`src/rtl/fantastic_fft8_frame_ctrl.sv`:
```
// Frame sequencer for the 8-point Q8.8 FFT core: serial samples in, one launch per frame, bins out.
// Optional macro FFT8_FRAME_CTRL_FRAMECNT_EN adds a 16-bit completed-frame counter port.
module fantastic_fft8_frame_ctrl #(
  parameter int DATA_W      = 16,
  parameter int FFT_LATENCY = 3
) (
  input  logic                  clk,
  input  logic                  rst_n,
  input  logic                  in_valid,
  output logic                  in_ready,
  input  logic [DATA_W-1:0]     in_data,
  output logic [8*DATA_W-1:0]   fft_x,
  output logic                  fft_valid,
  input  logic [8*DATA_W-1:0]   fft_y_re,
  input  logic [8*DATA_W-1:0]   fft_y_im,
`ifdef FFT8_FRAME_CTRL_FRAMECNT_EN
  output logic [15:0]           frame_cnt,
`endif
  output logic                  out_valid,
  input  logic                  out_ready,
  output logic [DATA_W-1:0]     out_re,
  output logic [DATA_W-1:0]     out_im,
  output logic [2:0]            out_idx,
  output logic                  out_last,
  output logic                  busy
);

  localparam int LAT_W = (FFT_LATENCY > 1) ? $clog2(FFT_LATENCY) : 1;

  typedef enum logic [1:0] {
    S_FILL   = 2'd0,
    S_LAUNCH = 2'd1,
    S_WAIT   = 2'd2,
    S_DRAIN  = 2'd3
  } state_t;

  state_t              r_state;
  logic [2:0]          r_wr_idx;
  logic [2:0]          r_rd_idx;
  logic [LAT_W-1:0]    r_lat_cnt;
  logic [DATA_W-1:0]   r_buf    [8];
  logic [DATA_W-1:0]   r_res_re [8];
  logic [DATA_W-1:0]   r_res_im [8];
  logic [8*DATA_W-1:0] r_fft_x;
`ifdef FFT8_FRAME_CTRL_FRAMECNT_EN
  logic [15:0]         r_frame_cnt;
`endif

  logic w_drain;
  assign w_drain = (r_state == S_DRAIN);

  // in_ready drops combinationally with rst_n so nothing is accepted in the reset cycle
  assign in_ready  = rst_n && (r_state == S_FILL);
  assign fft_valid = (r_state == S_LAUNCH);
  assign fft_x     = r_fft_x;
  assign busy      = (r_state != S_FILL);
  assign out_valid = w_drain;
  assign out_idx   = w_drain ? r_rd_idx : 3'd0;
  assign out_last  = w_drain && (r_rd_idx == 3'd7);
  assign out_re    = w_drain ? r_res_re[r_rd_idx] : '0;
  assign out_im    = w_drain ? r_res_im[r_rd_idx] : '0;
`ifdef FFT8_FRAME_CTRL_FRAMECNT_EN
  assign frame_cnt = r_frame_cnt;
`endif

  always_ff @(posedge clk) begin
    if (!rst_n) begin
      r_state   <= S_FILL;
      r_wr_idx  <= 3'd0;
      r_rd_idx  <= 3'd0;
      r_lat_cnt <= '0;
      r_fft_x   <= '0;
      for (int i = 0; i < 8; i++) begin
        r_buf[i]    <= '0;
        r_res_re[i] <= '0;
        r_res_im[i] <= '0;
      end
`ifdef FFT8_FRAME_CTRL_FRAMECNT_EN
      r_frame_cnt <= 16'd0;
`endif
    end else begin
      case (r_state)
        S_FILL: begin
          if (in_valid) begin
            r_buf[r_wr_idx] <= in_data;
            r_wr_idx        <= r_wr_idx + 3'd1;
            // Last sample bypasses the buffer so the core sees the full frame during LAUNCH
            if (r_wr_idx == 3'd7) begin
              for (int i = 0; i < 7; i++) r_fft_x[i*DATA_W +: DATA_W] <= r_buf[i];
              r_fft_x[7*DATA_W +: DATA_W] <= in_data;
              r_state <= S_LAUNCH;
            end
          end
        end
        S_LAUNCH: begin
          r_lat_cnt <= LAT_W'(FFT_LATENCY - 1);
          r_state   <= S_WAIT;
        end
        S_WAIT: begin
          if (r_lat_cnt == '0) begin
            for (int i = 0; i < 8; i++) begin
              r_res_re[i] <= fft_y_re[i*DATA_W +: DATA_W];
              r_res_im[i] <= fft_y_im[i*DATA_W +: DATA_W];
            end
            r_rd_idx <= 3'd0;
            r_state  <= S_DRAIN;
          end else begin
            r_lat_cnt <= r_lat_cnt - 1'b1;
          end
        end
        S_DRAIN: begin
          if (out_ready) begin
            r_rd_idx <= r_rd_idx + 3'd1;
            if (r_rd_idx == 3'd7) begin
              r_state <= S_FILL;
`ifdef FFT8_FRAME_CTRL_FRAMECNT_EN
              r_frame_cnt <= r_frame_cnt + 16'd1;
`endif
            end
          end
        end
        default: r_state <= S_FILL;
      endcase
    end
  end

endmodule

```
`config.mk`:
```
export PLATFORM = sky130hd
export DESIGN_NAME = fantastic_fft8_frame_ctrl
export DESIGN_NICKNAME = d
export VERILOG_FILES = /design/src/rtl/fantastic_fft8_frame_ctrl.sv
export SDC_FILE = /design/constraint.sdc
export NUM_CORES = 1
export LEC_CHECK = 0
export ABC_AREA = 1
export ABC_CLOCK_PERIOD_IN_PS = 22300
export CORE_ASPECT_RATIO = 0.7
export CORE_MARGIN = 5
export CORE_UTILIZATION = 52
export DETAILED_ROUTE_END_ITERATION = 8
export PLACE_DENSITY_LB_ADDON = 0.15
export SYNTH_ARGS = -nofsm -noshare
export SYNTH_HDL_FRONTEND = slang
export SYNTH_SLANG_ARGS = --single-unit
```
`constraint.sdc`:
```
create_clock -name clk -period 22.3 [get_ports clk]
set_input_delay 4.46 -clock clk [delete_from_list [all_inputs] [get_ports clk]]
set_output_delay 4.46 -clock clk [all_outputs]
set_load 0.02 [all_outputs]
```
# --- After elaboration in Yosys (flattened, before gate mapping) ---
# Memory sizes are Yosys's and may differ from the RTL's. A register that Yosys moved wholly into a read port is not among the register bits.
# Index checks and enable logic that the tools add are counted.
word_totals:
  elab_cells: 104
  input_bits: 276
  register_bits: 138
  memories: 3
  output_inout_bits: 168
  mem_bits_rw: 384
memory_table:
  columns: ["memory", "words", "width", "rd", "rd_ports_with_merged_regs", "wr", "line_no", "rtl"]
  rows:
  - ["r_buf", 8, 16, 7, 7, 8, "41", "logic [DATA_W-1:0] r_buf [8];"]
  - ["r_res_im", 8, 16, 1, 1, 8, "43", "logic [DATA_W-1:0] r_res_im [8];"]
  - ["r_res_re", 8, 16, 1, 1, 8, "42", "logic [DATA_W-1:0] r_res_re [8];"]
classes:
  n_bitwise: 16
  n_eq_ne: 11
  n_reduce_logical: 20
  n_mux: 46
  n_addsub: 3
op_table:
  columns: ["operator", "count"]
  rows:
  - ["2-to-1 mux 16 bit", 19]
  - ["2-to-1 mux 3 bit", 8]
  - ["OR 1 bit", 16]
  - ["OR reduction 16 bit", 1]
  - ["2-to-1 mux 2 bit", 6]
  - ["2-to-1 mux 1 bit", 10]
  - ["inequality test 2 bit (second input constant)", 4]
  - ["case mux 2 bit (4 select lines)", 1]
  - ["zero test 1 bit", 7]
  - ["adder 3 x 1 -> 3 bit (second input constant)", 2]
  - ["equality test 3 bit (second input constant)", 2]
  - ["case mux 3 bit (2 select lines)", 1]
  - ["AND reduction 3 bit", 2]
  - ["nonzero test 2 bit", 3]
  - ["AND reduction 5 bit", 1]
  - ["equality test 2 bit (second input constant)", 2]
  - ["zero test 2 bit", 2]
  - ["inequality test 2 x 1 -> 1 bit (second input constant)", 2]
  - ["case mux 2 bit (2 select lines)", 1]
  - ["AND reduction 2 bit", 2]
  - ["equality test 2 x 1 -> 1 bit (second input constant)", 1]
  - ["logical AND 1 bit", 2]
  - ["subtractor 2 x 1 -> 2 bit (second input constant)", 1]

# --- Longest topological paths before layout ---
depth:
  depth_word: 6
  ltp_mapped: 10
  depth_no_buf: 10

# --- Worst setup path before layout ---
# OpenSTA, ideal clock, no wires.
synth_path:
  path_type: "flip-flop to flip-flop"
  from: "reg r_state[0]"
  to: "mem r_res_im[0][0], enable pin"
  n_path_buf: 0
  arrival_time_ns: 18.491
  slack_ns: 2.582
  setup_time_ns: 1.227
  t_required_ns: 21.073
  path_stages_with_launch: 5
  period_less_slack_ns: 19.718
  cell_sequence: "dfxtp_1 -> inv_1 -> ha_1 -> inv_1 -> o21ai_0"
synth_lines:
  columns: ["element", "line_no", "rtl"]
  rows:
  - ["start: declaration", "37", "state_t r_state;"]
  - ["start signal: assignment", "68", "r_state <= S_FILL;"]
  - ["start signal: assignment", "91", "r_state <= S_LAUNCH;"]
  - ["start signal: assignment", "97", "r_state <= S_WAIT;"]
  - ["end: declaration", "43", null]

# --- Final worst setup path ---
layout_path:
  from: "in rst_n"
  to: "out in_ready"
layout_via:
  elab_chain_len: 1
layout_lines:
  columns: ["element", "line_no", "rtl"]
  rows:
  - ["start: declaration", "8", "input logic rst_n,"]
  - ["logical AND 1 bit", "53", "assign in_ready = rst_n && (r_state == S_FILL);"]
  - ["end: declaration", "10", "output logic in_ready,"]
# No other way between the ends.

==> flow_metrics.env <==
export IMPL_wl_met2_um=29600
export IMPL_hold_viol_final=0
export IMPL_post_route_cell_area_um2=28300
export IMPL_synth_top_area_cell="edfxtp_1"
export IMPL_period_minus_slack_ns=10.15
export IMPL_arrival_ns=5.69
export IMPL_p_int_w=0.00182
export IMPL_irDropWorstVdd_v=0.0000610
export IMPL_ys_seq_area_share_pct=62.9
export IMPL_grt_first_pass_wirelength_um=94000
export IMPL_post_route_period_util_pct=45.5
export IMPL_dpl_instance_area_um2=26700
export IMPL_critPathLaunchType="primary input"
export IMPL_p_per_area_nw_per_um2=91.4
export IMPL_die_x_um=256
export IMPL_postSynthRegisterBits=509
export IMPL_clk_insertion_delay_late_ns=0.56
export IMPL_drt_iter0_markers=1663
export IMPL_worst_slack_ns=12.15
export IMPL_cts_sinks=509
export IMPL_pre_cts_ws_ns=12.16
export IMPL_avgSynthCellArea_um2=8.85
export IMPL_antenna_found_initial=5
export IMPL_htreeDepth=2
export IMPL_seqPwrFrac_pct=47.1
export IMPL_fp_row_count=63
export IMPL_netSwitchingPower_w=0.000768
export IMPL_port_buffer_count=443
export IMPL_start_util_pct=52.3
export IMPL_multi_input_area_um2=6190
export IMPL_dp_final_hpwl_um=39800
export IMPL_overflow=0
export IMPL_synthesis_area_um2=22100
export IMPL_final_cell_mix="nand2_1 (732), clkdlybuf4s50_1 (442), nor2_1 (371)"
export IMPL_cts_tree="done"
export IMPL_clockRootBuffer="clkbuf_16"
export IMPL_cts_hold_buf=0
export IMPL_switching_share_pct=29.7
export IMPL_cts_resized_gates=0
export IMPL_wire_per_inst_um=17.8
export IMPL_grt_pass1_vias=16900
export IMPL_synth_distinct_cells=21
export IMPL_routed_top_layer="met4"
export IMPL_place_congestion=0.858
export IMPL_fin_setup_tns_ns=0
export IMPL_grt_max_degree=178
export IMPL_clkPwrFrac_pct=31.9
export IMPL_crit_path_end_kind="output pin"
export IMPL_nNetsFinal=3142
export IMPL_p_leak_nw=12.3
export IMPL_yosys_warnings=0
export IMPL_comb_power_share_pct=21.0
export IMPL_ant_nets=0
export IMPL_io_pins=444
export IMPL_cts_reportedPaths_clkPinSlew_ns=0.06
export IMPL_hold_slack_ns=0.459
export IMPL_synth_top_cell_area_share_pct=50.1
export IMPL_grt_setup_unrepaired="false"
export IMPL_setup_violations=0
export IMPL_cap_violations=0
export IMPL_cts_max_path_buffers=3
export IMPL_post_cts_buffers=0
export IMPL_gr_usage_all_layers_pct=25.2
export IMPL_fin_util_pct=67.0
export IMPL_core_area_um2=42200
export IMPL_drcViolationCount=0
export IMPL_fmax_mhz=98.5
export IMPL_syn_inst=2493
export IMPL_mostFrequentLayoutCell="nand2_1"
export IMPL_die_area_um2=46700
export IMPL_dr_total_vias=17500
export IMPL_drive_above_1_share_pct=3.91
export IMPL_tightest_slew_ns=1.13
export IMPL_regArea_um2=13900
export IMPL_min_path_type="flip-flop to flip-flop"
export IMPL_areaGrowthSynthToFinish_pct=28.2
export IMPL_syn_nets=2779
export IMPL_fill_cells=3319
export IMPL_firstDrtPassIters=5
export IMPL_dr_wl_met3_um=4390
export IMPL_clock_skew_ns=0.0185
export IMPL_crit_type="primary input to output pin"
export IMPL_synth_area_leaders="edfxtp_1 (50%), dfxtp_1 (13%), nand2_1 (12%)"
export IMPL_vias_per_cell=5.07
export IMPL_worstPathMaxFanout=40
export IMPL_max_slew_margin_rel_pct=24.5
export IMPL_drv_slew=0
export IMPL_wl_um=61300
export IMPL_cp_required_ns=17.84
export IMPL_numCtsBuffers=49
export IMPL_outcome="complete, no violations"
export IMPL_wl_met1_um=25800
export IMPL_die_h_um=182
==> sequential cells by signal (all words and copies together) (netlist names), named ones only <==
| signal | count |
|---|---|
| r_wr_idx | 3 |
| r_buf | 112 |
| r_res_re | 128 |
| r_res_im | 128 |
| r_state | 2 |
| r_rd_idx | 3 |
| fft_x | 128 |
| r_lat_cnt | 2 |
==> stage by stage <==
stage,std cells,total power (W)
CTS,3444,0.00260
detailed placement,3357,0.00178
global placement,3357,0.00176
finish,3450,0.00258
floorplan,2493,0.00167
global route,3449,0.00272
==> cell type report <==
class / count / area share, %
clock buffer: 74 / 5.07
sequential: 509 / 49.1
clock inverter: 13 / 0.500
timing repair buffer: 457 / 16.1
antenna: 6 / 0.0531
inverter: 365 / 4.86
tap: 552 / 2.44
multi-input combinational: 1474 / 21.9
==> cells in the mapped netlist, drive strengths merged <==
library cell / count
dfxtp: 141
inv: 365
nand3: 199
clkbuf: 48
nand2: 741
o21ai: 6
a21oi: 136
edfxtp: 368
nor2: 382
buf: 97
ha: 10
==> power groups by stage <==
stage                     combinational [W]  clock, W  sequential (W)
after CTS                          0.000544  0.000836         0.00122
after floorplan                    0.000371         0         0.00130
final                              0.000542  0.000824         0.00122
after detailed placement           0.000540         0         0.00124
after global placement             0.000529         0         0.00123
after global routing               0.000608  0.000880         0.00123
==> cell families after synthesis <==
logic type	after synthesis	share of synthesized area [%]
buffers and inverters	510	9.27
DFF	509	62.9
AOI/OAI and AO/OA	142	3.22
adders and majority gates	10	0.567
and+or+nand+nor	1322	24.1
==> metal layers <==
metal	vias to the layer above	track usage [%]
li1	8494	-
met1	8261	34.7
met2	648	41.7
met3	98	4.70
met4	0	6.99
met5	-	0
==> worst paths after layout <==
check             startpoint          to  slack (ns)  cells past startpoint
hold reg to reg   fft_x[126]  fft_x[126]        0.46                      2
setup reg to reg  r_state[0]  fft_x[100]       18.52                      8
hold / removal    fft_x[126]  fft_x[126]        0.46                      2
setup / recovery       rst_n    in_ready       12.15                      4
==> worst max-delay path: stages <==
cell and delay [ns]:
buf_4 0.41, nand2_1 0.12, inv_1 0.07, clkdlybuf4s50_1 0.60
No activity file was read; power rests on OpenSTA's default activity.
==> RTL change, RTL diff (config.mk and constraints unchanged) <==
The option `FFT8_FRAME_CTRL_FRAMECNT_EN` is turned on by a define.
--- a/src/rtl/fantastic_fft8_frame_ctrl.sv
+++ b/src/rtl/fantastic_fft8_frame_ctrl.sv
@@ -1,5 +1,7 @@
 // Frame sequencer for the 8-point Q8.8 FFT core: serial samples in, one launch per frame, bins out.
 // Optional macro FFT8_FRAME_CTRL_FRAMECNT_EN adds a 16-bit completed-frame counter port.
+`define FFT8_FRAME_CTRL_FRAMECNT_EN
+
 module fantastic_fft8_frame_ctrl #(
   parameter int DATA_W      = 16,
   parameter int FFT_LATENCY = 3
New outputs: frame_cnt. Check against the original RTL: not settled (the Yosys comparison gave no result); the edit may change what the design does.
==> RTL change against the unedited design <==
- wire length up 5.0%
- largest power group unchanged
- setup slack worse by 170 ps
- total power is 3.2% lower
- design area grew 0.90%
- maximum frequency is 1.6% lower
- largest cell class unchanged
- synthesized area rose by 0.67%
- sequential cell count grew 16
- register-to-register slack lost 310 ps
==> RTL change: results (changes against the unedited design) <==
status - finished clean
worst-path fanout max - 49 (+23%)
R2R Setup Slk - 18,210 ps (-310 ps)
worst endpoint data arrival time - 5860 ps (+170 ps)
Slew Limit Headroom - 0.209 (-0.0363)
setup ws final - 11,980 ps (-168 ps)
Placed Area - 26,900 um^2 (+0.92%)
final hold slack - 460 ps (+0.562 ps)
HPWL Detailed - 41.8 mm (+5.0%)
Pleak - 0.0115 uW (-5.9%)
top cells by area, synth - edfxtp_1, dfxtp_1, nor2_1, inv_1, nand2_1
Filler cells - 3,302 (-0.51%)
gpl congestion - 0.872 (+1.7%)
Setup WS pre-CTS - 12,010 ps (-152 ps)
1st-iter DRT viols - 1,820 (+9.4%)
number of I/O port buffers - 459 (+3.6%)
WL per Instance - 19.3 um (+8.7%)
clock skew - 15.6 ps (-2.88 ps)
Worst Reg2Reg Path Length in Cells - 9 (+1)
DR pass1 iterations - 8 (+3)
largest net degree at the start of global routing - 189 (+6.2%)
GRT Overall Usage - 0.262 (+0.00960)
layout cells sized above 1 - 0.0429 (+0.00387)
most frequent cells after synthesis - nor2_1, edfxtp_1, inv_1, nand2_1, dfxtp_1
worst reg2reg path endpoint - fft_x[18]$_SDFFE_PN0P_
syn nets - 2,642 (-4.9%)
antenna violations before repair - 12 (+7)
Hold Startpoint - fft_x[124]$_SDFFE_PN0P_
-- RTL change: metrics by stage --
step                      instances  power [uW]
after CTS                      3323        2510
final                          3334        2500
after floorplan                2355        1610
after global routing           3334        2620
after global placement         3231        1680
after detailed placement       3231        1700
-- RTL change: critical path, delay by kind of cell --
kind                   cells  cell delay [ps]
buffers and inverters      3             1140
AND/OR/NAND/NOR            1              200
-- RTL change: where the power goes --
part | internal, uW | switching, uW
sequential | 1210 | 49.3
clock | 462 | 362
combinational | 139 | 281
-- RTL change: cell type report --
class / count / area (um^2) / area share
inverter: 313 / 1180 / 0.0414
clock buffer: 67 / 1400 / 0.0490
sequential: 525 / 14200 / 0.498
clock inverter: 25 / 173 / 0.00605
tap: 552 / 691 / 0.0242
timing repair buffer: 471 / 4690 / 0.165
antenna: 11 / 27.5 / 0.000965
multi-input combinational: 1370 / 6160 / 0.216
-- RTL change: cell families after synthesis --
family | synth area share
AOI/OAI and AO/OA | 0.0848
adders and majority gates | 0.00620
buffers and inverters | 0.0855
DFF | 0.639
and+or+nand+nor | 0.184
-- RTL change: metal layers --
layer | vias to the layer above | share of wire | track usage | wire length, um
met4 | 2 | 0.034 | 0.0891 | 2200
met2 | 665 | 0.48 | 0.429 | 30900
met5 | - | 0.00011 | 0 | 7
met1 | 8462 | 0.42 | 0.360 | 26800
met3 | 122 | 0.068 | 0.0442 | 4370
li1 | 8398 | - | - | -
